[config.mk]
export PLATFORM = sky130hd
export DESIGN_NAME = gauss_feeder
export DESIGN_NICKNAME = d
export VERILOG_FILES = /design/src/rtl/gauss_feeder.sv
export SDC_FILE = /design/constraint.sdc
export NUM_CORES = 1
export LEC_CHECK = 0
export ABC_CLOCK_PERIOD_IN_PS = 13530
export CORE_ASPECT_RATIO = 0.8
export CORE_MARGIN = 1
export CORE_UTILIZATION = 54
export DETAILED_ROUTE_END_ITERATION = 16
export PLACE_DENSITY_LB_ADDON = 0.2
export SETUP_SLACK_MARGIN = 0.15
export SLEW_MARGIN = 20
export SYNTH_ARGS = -nofsm -noshare
export SYNTH_HDL_FRONTEND = slang
export SYNTH_SLANG_ARGS = --single-unit
[constraint.sdc]
create_clock -name clk -period 13.53 [get_ports clk]
set_input_delay 1.353 -clock clk [delete_from_list [all_inputs] [get_ports clk]]
set_output_delay 1.353 -clock clk [all_outputs]
set_load 0.005 [all_outputs]
[src/rtl/gauss_feeder.sv]
// gauss_feeder: walks an IMG_W x IMG_H pixel RAM and runs one Gaussian filter bus transaction per interior pixel.
// Optional poll timeout is enabled by defining GAUSS_FEEDER_TIMEOUT_EN.
module gauss_feeder #(
  parameter int unsigned IMG_W    = 8,
  parameter int unsigned IMG_H    = 8,
  parameter int unsigned ADDR_W   = 8,
  parameter int unsigned POLL_MAX = 64
) (
  input  logic              clk,
  input  logic              rst,
  input  logic              start_i,
  output logic              busy_o,
  output logic              done_o,
  output logic              err_o,
  output logic [ADDR_W-1:0] mem_addr_o,
  input  logic [7:0]        mem_data_i,
  output logic              sel_o,
  output logic              we_o,
  output logic [31:0]       wdata_o,
  input  logic [31:0]       rdata_i,
  output logic              res_we_o,
  output logic [ADDR_W-1:0] res_addr_o,
  output logic [7:0]        res_data_o
);

  localparam logic [2:0] S_IDLE  = 3'd0;
  localparam logic [2:0] S_CTRL  = 3'd1;
  localparam logic [2:0] S_SEND  = 3'd2;
  localparam logic [2:0] S_WAIT  = 3'd3;
  localparam logic [2:0] S_READ  = 3'd4;
  localparam logic [2:0] S_STORE = 3'd5;

  logic [2:0]        state;
  logic [ADDR_W-1:0] x;
  logic [ADDR_W-1:0] y;
  logic [3:0]        k;
  logic [7:0]        res_q;
  logic              x_wrap;
  logic              last_win;
  logic [3:0]        next_tap;
  logic              unused_bits;

  // Row-major 3x3 window around (xx, yy); tap t sits at row t/3, column t%3.
  function automatic logic [ADDR_W-1:0] tap_addr(input logic [ADDR_W-1:0] xx,
                                                 input logic [ADDR_W-1:0] yy,
                                                 input logic [3:0]        t);
    logic [31:0] row;
    logic [31:0] col;
    row = 32'(yy) - 32'd1 + 32'(t / 4'd3);
    col = 32'(xx) - 32'd1 + 32'(t % 4'd3);
    return ADDR_W'(row * IMG_W + col);
  endfunction

  assign x_wrap      = (x == ADDR_W'(IMG_W - 2));
  assign last_win    = x_wrap && (y == ADDR_W'(IMG_H - 2));
  assign next_tap    = (k == 4'd8) ? 4'd8 : k + 4'd1;
  assign busy_o      = (state != S_IDLE);
  assign done_o      = (state == S_STORE) && last_win;
  assign unused_bits = ^rdata_i[31:8];

`ifdef GAUSS_FEEDER_TIMEOUT_EN
  logic        err_q;
  logic [31:0] poll_cnt;
  assign err_o = err_q;
`else
  logic unused_cfg;
  assign err_o      = 1'b0;
  assign unused_cfg = (POLL_MAX != 0);
`endif

  always_ff @(posedge clk) begin
    if (rst) begin
      state <= S_IDLE;
      x     <= ADDR_W'(1);
      y     <= ADDR_W'(1);
      k     <= '0;
      res_q <= '0;
`ifdef GAUSS_FEEDER_TIMEOUT_EN
      err_q    <= 1'b0;
      poll_cnt <= '0;
`endif
    end else begin
      case (state)
        S_IDLE: begin
          if (start_i) begin
            x     <= ADDR_W'(1);
            y     <= ADDR_W'(1);
            k     <= '0;
            state <= S_CTRL;
`ifdef GAUSS_FEEDER_TIMEOUT_EN
            err_q <= 1'b0;
`endif
          end
        end
        S_CTRL: begin
          k     <= '0;
          state <= S_SEND;
        end
        S_SEND: begin
          if (k == 4'd8) begin
            k     <= '0;
            state <= S_WAIT;
`ifdef GAUSS_FEEDER_TIMEOUT_EN
            poll_cnt <= '0;
`endif
          end else begin
            k <= k + 4'd1;
          end
        end
        S_WAIT: begin
          // A done seen on the final poll cycle still wins over the timeout.
          if (rdata_i[1]) begin
            state <= S_READ;
          end
`ifdef GAUSS_FEEDER_TIMEOUT_EN
          else if (poll_cnt == POLL_MAX - 1) begin
            err_q <= 1'b1;
            state <= S_IDLE;
          end else begin
            poll_cnt <= poll_cnt + 32'd1;
          end
`endif
        end
        S_READ: begin
          res_q <= rdata_i[7:0];
          state <= S_STORE;
        end
        S_STORE: begin
          if (last_win) begin
            x     <= ADDR_W'(1);
            y     <= ADDR_W'(1);
            state <= S_IDLE;
          end else begin
            state <= S_CTRL;
            if (x_wrap) begin
              x <= ADDR_W'(1);
              y <= y + ADDR_W'(1);
            end else begin
              x <= x + ADDR_W'(1);
            end
          end
        end
        default: state <= S_IDLE;
      endcase
    end
  end

  always_comb begin
    sel_o      = 1'b0;
    we_o       = 1'b0;
    wdata_o    = '0;
    mem_addr_o = '0;
    res_we_o   = 1'b0;
    res_addr_o = '0;
    res_data_o = '0;
    case (state)
      S_CTRL: begin
        we_o       = 1'b1;
        wdata_o    = 32'h1;
        mem_addr_o = tap_addr(x, y, 4'd0);
      end
      S_SEND: begin
        sel_o      = 1'b1;
        we_o       = 1'b1;
        wdata_o    = {24'h0, mem_data_i};
        mem_addr_o = tap_addr(x, y, next_tap);
      end
      S_READ: sel_o = 1'b1;
      S_STORE: begin
        res_we_o   = 1'b1;
        res_addr_o = ADDR_W'((32'(y) - 32'd1) * (IMG_W - 2) + 32'(x) - 32'd1);
        res_data_o = res_q;
      end
      default: ;
    endcase
  end

endmodule

==> results.cfg, run 1 <==
[final_layout]
stdcell_area_um2 = 4530
final_cell_mix = nor2_1, clkdlybuf4s50_1, inv_1, ha_1, a21oi_1
drive_gt1_share_pct = 5.28
area_delta_synth_final_pct = 13.9
antennaDiodeCount = 0
nNetsFinal = 645

[synthesis]
synth_cell_types = 74
syn_area_um2 = 3980
syn_area_per_cell_um2 = 7.82
yosysSeqAreaShare_pct = 15.6
synth_edf_count = 0
ys_seq_elements = 31
synth_cells = 509
synth.yosys.warnings = 0
synth_ff_type = dfxtp_1
async_flop_share_pct = 0

[worst_setup_path]
critPathLaunchType = flip-flop
worstPathRequired_ns = 12.18
path_class = flip-flop to primary output
cp_common_cell = ha_1
end_kind = primary output
r2r.worst_path.cells = 9
cp_max_fo = 11
cp.arrival_ns = 6.69
slowest_delay_ns = 0.56
crit_slowest_cell = clkdlybuf4s50_1

[timing]
final_hold_viol_count = 0
tns_ns = 0
fmaxAchievable_mhz = 124
rsz0062_at_grt = no
drv_slew = 0
finalCriticalPeriod_ns = 8.04
final.setup_skew_ns = 0.00399
hold_ws_ns = 0.455
fin_crit_sh_pct = 59.4
setup_violations = 0
relSlewSlack_pct = 40.5
worst_slew_pin_slew_ns = 0.890

[power_and_ir_drop]
p_per_area_nw_per_um2 = 105
p_leak_uw = 0.00197
peakVddDrop_mv = 0.154

[run_status]
violations = design-rule violations
status = finished, violations left

[global_route]
grt_max_degree = 26
grt.total_usage_pct = 24.4
antenna_found_initial = 0
grt_pass1_vias = 3213
grt_pass1_wl_um = 15300
overflow = 0

[clocking]
cts.reportedPaths.clkPinSlew_ns = 0.07
numCtsBuffers = 5
postCtsSetupBuffers = 0
ctsLongestPathBuffers = 2
holdBufCountCts = 0
cts_tree = built
cts_resized = 0
clk_latency_ns = 0.29
clock_sinks = 31
htreeDepth = 2
root_buffer = clkbuf_8

[drt]
wire_per_inst_um = 14.2
final_antenna_net_count = 0
via_per_inst = 5.51
drt-total-wl_um = 9060
first_pass_iters = 10
drc = 1
drt_iter0_drc = 152
via_count = 3503

[min_path]
hold_class = flip-flop to flip-flop
hold_depth = 2

[flow_run]
cap_violations = 0

[floorplan]
die_area_um2 = 7720
die_w_um = 98.0
io_pins = 105
die_h_um = 78.8
start_util_pct = 56.9
num_rows = 27
core_area_um2 = 6990

[placed_design]
place_area_um2 = 4420
io_buffers = 55
dp_hpwl_um = 7070
gp_congestion = 0.896
[worst paths after layout]
kind	start	end	slack, ns
worst max-delay path	k[0]$_SDFFE_PP0P_	mem_addr_o[7]	5.49
worst min-delay path	res_q[7]$_SDFFE_PP0P_	res_q[7]$_SDFFE_PP0P_	0.45
worst max register to register	state[0]$_SDFFE_PP0P_	y[5]$_SDFFE_PP0P_	10.72
worst min register to register	res_q[7]$_SDFFE_PP0P_	res_q[7]$_SDFFE_PP0P_	0.45
[metrics by stage]
| stage | util [%] | setup WS (ns) | std cells | power [uW] |
|---|---|---|---|---|
| floorplan | - | 7.12 | 533 | 325 |
| global placement | 63.2 | 6.04 | 628 | 376 |
| detailed placement | 63.2 | 5.87 | 628 | 382 |
| CTS | 64.8 | 5.54 | 636 | 477 |
| global route | 64.8 | 5.07 | 636 | 520 |
| finish | 64.8 | 5.49 | 636 | 475 |
[worst max-delay path: cells and delay by family (launching register included)]
kind | cells | cell delay [ns]
XOR/XNOR | 3 | 0.46
AO/OA/AOI/OAI | 7 | 1.18
flip-flops | 1 | 0.53
AND/OR/NAND/NOR | 5 | 0.80
buffers and inverters | 3 | 0.74
adder cells (fa/ha/maj) | 8 | 2.68
[state kept, by name, indices dropped and copies added, names as in the netlist]
name   flops
k          4
res_q      8
state      3
x          8
y          8
[power by group]
| group | internal [uW] | switching (uW) | total (uW) |
|---|---|---|---|
| combinational | 135 | 143 | 278 |
| clock | 54.8 | 38.1 | 93.0 |
| sequential | 94.9 | 9.33 | 104 |
[synth_stat cells, types with 7 or more instances]
cell      number  area (um2)
clkbuf_1      11        41.3
nor3_1         9        45.0
xnor2_1       32         280
and2_1        20         125
o21ai_0        8        40.0
nor2b_1        7        43.8
nor2_1        55         206
a21oi_1       36         180
inv_1         46         173
a21o_1         9        67.6
a22oi_1        9        67.6
xor2_1        13         114
ha_1          45         563
dfxtp_1       31         621
nand3_1        8        40.0
fa_1           9         180
nand2_1       34         128
buf_4         29         218
[per-layer routing]
| layer | global-route usage, % | up-vias | share of wire (%) |
|---|---|---|---|
| li1 | - | 1761 | - |
| met1 | 34.0 | 1629 | 49 |
| met2 | 39.4 | 105 | 44 |
| met3 | 4.14 | 8 | 5.6 |
| met4 | 5.91 | 0 | 0.98 |
| met5 | 0 | - | 0 |
[layout make-up]
| class | instances | area (um2) |
|---|---|---|
| Multi-Input combinational cell | 408 | 2960 |
| Fill cell | 622 | 2460 |
| Sequential cell | 31 | 621 |
| Timing Repair Buffer | 55 | 551 |
| Inverter | 47 | 176 |
| Tap cell | 87 | 109 |
| Clock buffer | 5 | 68.8 |
| Clock inverter | 3 | 43.8 |
[cells by family after synthesis]
family | share of synthesized area [%]
XOR/XNOR | 10.9
buffers and inverters | 12.2
flip-flops | 15.6
multiplexers | 0.535
AND/OR/NAND/NOR | 22.2
other | 0.0942
adder cells (fa/ha/maj) | 18.7
AO/OA/AOI/OAI | 19.9
Power figures use the tool's default switching activity.
==> run 2: changes to the inputs <==
--- a/config.mk
+++ b/config.mk
@@ -5,10 +5,10 @@
 export SDC_FILE = /design/constraint.sdc
 export NUM_CORES = 1
 export LEC_CHECK = 0
-export ABC_CLOCK_PERIOD_IN_PS = 13530
+export ABC_CLOCK_PERIOD_IN_PS = 7240
 export CORE_ASPECT_RATIO = 0.8
 export CORE_MARGIN = 1
-export CORE_UTILIZATION = 54
+export CORE_UTILIZATION = 46
 export DETAILED_ROUTE_END_ITERATION = 16
 export PLACE_DENSITY_LB_ADDON = 0.2
 export SETUP_SLACK_MARGIN = 0.15
==> constraint.sdc (replaced) <==
create_clock -name clk -period 7.24 [get_ports clk]
set_input_delay 0.724 -clock clk [delete_from_list [all_inputs] [get_ports clk]]
set_output_delay 0.724 -clock clk [all_outputs]
set_load 0.005 [all_outputs]
==> results.cfg, run 2 (synthesis results as in run 1) <==
[run_status]
status = finished, final reports clean

[timing]
tns_ns = 0
fmaxAchievable_mhz = 150
relSlewSlack_pct = 47.6
hold_ws_ns = 0.461
rsz0062_at_grt = no
final_hold_viol_count = 0
finalCriticalPeriod_ns = 6.69
drv_slew = 0
setup_violations = 0
final.setup_skew_ns = 0.00779
worst_slew_pin_slew_ns = 0.786
fin_crit_sh_pct = 92.3

[floorplan]
io_pins = 105
die_area_um2 = 9030
start_util_pct = 48.7
die_w_um = 106
num_rows = 29
core_area_um2 = 8160
die_h_um = 85.2

[worst_setup_path]
cp_max_fo = 13
end_kind = primary output
critPathLaunchType = flip-flop
cp.arrival_ns = 5.96
worstPathRequired_ns = 6.52
path_class = flip-flop to primary output

[global_route]
grt_max_degree = 25
grt_pass1_vias = 3179
antenna_found_initial = 0
grt.total_usage_pct = 20.6
grt_pass1_wl_um = 15200
overflow = 0

[placed_design]
place_area_um2 = 4470
io_buffers = 55
gp_congestion = 0.894
dp_hpwl_um = 7310

[final_layout]
final_common_cell = clkdlybuf4s50_1
seq_area_um2 = 627
area_delta_synth_final_pct = 17.6
fillerInstances = 755
multi_input_area_um2 = 3030
drive_gt1_share_pct = 8.27
final_cell_mix = clkdlybuf4s50_1, nor2_1, inv_1, ha_1, a21oi_1
antennaDiodeCount = 0
reg.largest.list = res_q: 8 flops, x: 8 flops, y: 8 flops
stdcell_area_um2 = 4680
nNetsFinal = 652

[power_and_ir_drop]
internal_power_uw = 535
switchingPower_uw = 361
power_frac_comb_pct = 58.8
p_per_area_nw_per_um2 = 191
peakVddDrop_mv = 0.213
p_leak_uw = 0.00201
p_total_uw = 896
switching_share_pct = 40.3
power.share.clock_pct = 19.5
p_seq_share_pct = 21.8

[clocking]
cts_tree = built
clock_sinks = 31
clk_latency_ns = 0.29
numCtsBuffers = 5
ctsLongestPathBuffers = 2
root_buffer = clkbuf_8
cts.reportedPaths.clkPinSlew_ns = 0.08
holdBufCountCts = 0
htreeDepth = 2

[drt]
final_antenna_net_count = 0
drt-total-wl_um = 9340
drc = 0
via_count = 3517
via_per_inst = 5.30
first_pass_iters = 5
drt_iter0_drc = 176
wire_per_inst_um = 14.1

[min_path]
hold_class = flip-flop to flip-flop

[flow_run]
cap_violations = 0
## run 2: changes by cell type in the layout (fill, tap and decap cells not counted), moves of 2 or more
cell      change
buf_4         +7
ha_1          -4
dfxtp_1       -3
a311oi_2      -2
a311oi_4      +2
dfxtp_2       +2
ha_2          +2
ha_4          +2
## run 2: power groups by stage
stage	clock network, uW	logic, uW	registers [uW]
after detailed placement	0	521	198
after global placement	0	509	197
after global routing	184	597	197
after CTS	179	527	194
after floorplan	0	423	185
final	174	527	195
## run 2: repair_timing
action                     4_1_cts  5_1_grt
setup endpoints to repair        1        3
hold endpoints to repair         0        0
pin swaps                        0        3
buffers inserted                 0        4
gates resized for setup          3       12
## run 2: stage by stage
| stage | util [%] | std cells | setup slack (ns) |
|---|---|---|---|
| floorplan | - | 533 | 1.46 |
| global placement | 54.7 | 652 | 0.391 |
| detailed placement | 54.7 | 652 | 0.260 |
| CTS | 56.3 | 660 | 0.176 |
| global route | 57.3 | 664 | 0.141 |
| finish | 57.3 | 664 | 0.555 |
## run 2: layer usage
layer	vias to the layer above	part of all wire, %	GRT usage (%)
li1	1780	-	-
met1	1617	50	29.6
met2	112	44	32.0
met3	8	6.1	4.53
met4	0	0.67	3.66
met5	-	0	0
## run 2: final cells by class
type | instances | area share, %
flip-flops and latches | 31 | 13.4
well taps | 108 | 2.89
multi-input cells | 408 | 64.7
inverters | 47 | 3.77
clock buffers | 5 | 1.47
repair buffers | 62 | 12.9
clock inverters | 3 | 0.936
## run 2: worst paths after layout
check | cells past startpoint | slack [ns] | from | end
setup / recovery | 24 | 0.55 | k[2]$_SDFFE_PP0P_ | mem_addr_o[7]
hold / removal | 2 | 0.46 | res_q[6]$_SDFFE_PP0P_ | res_q[6]$_SDFFE_PP0P_
setup reg to reg | 9 | 4.40 | state[0]$_SDFFE_PP0P_ | y[5]$_SDFFE_PP0P_
hold reg to reg | 2 | 0.46 | res_q[6]$_SDFFE_PP0P_ | res_q[6]$_SDFFE_PP0P_
## run 2: critical path: stages, from the launching register on
cell and delay [ns]:
dfxtp_1 0.61, or2b_1 0.31, o21ai_4 0.19, nor2_1 0.06, a21oi_1 0.13, ha_2 0.26
ha_4 0.21, nor2_1 0.06, a221o_1 0.44, nor2_2 0.20, nor2_4 0.06, nand2_2 0.13
ha_1 0.20, inv_1 0.06, fa_1 0.47, inv_1 0.06, fa_1 0.46, ha_1 0.36
a21oi_2 0.18, o21bai_1 0.08, a21oi_1 0.17, xnor2_1 0.15, xnor2_1 0.09, o32ai_1 0.17
clkdlybuf4s50_1 0.56
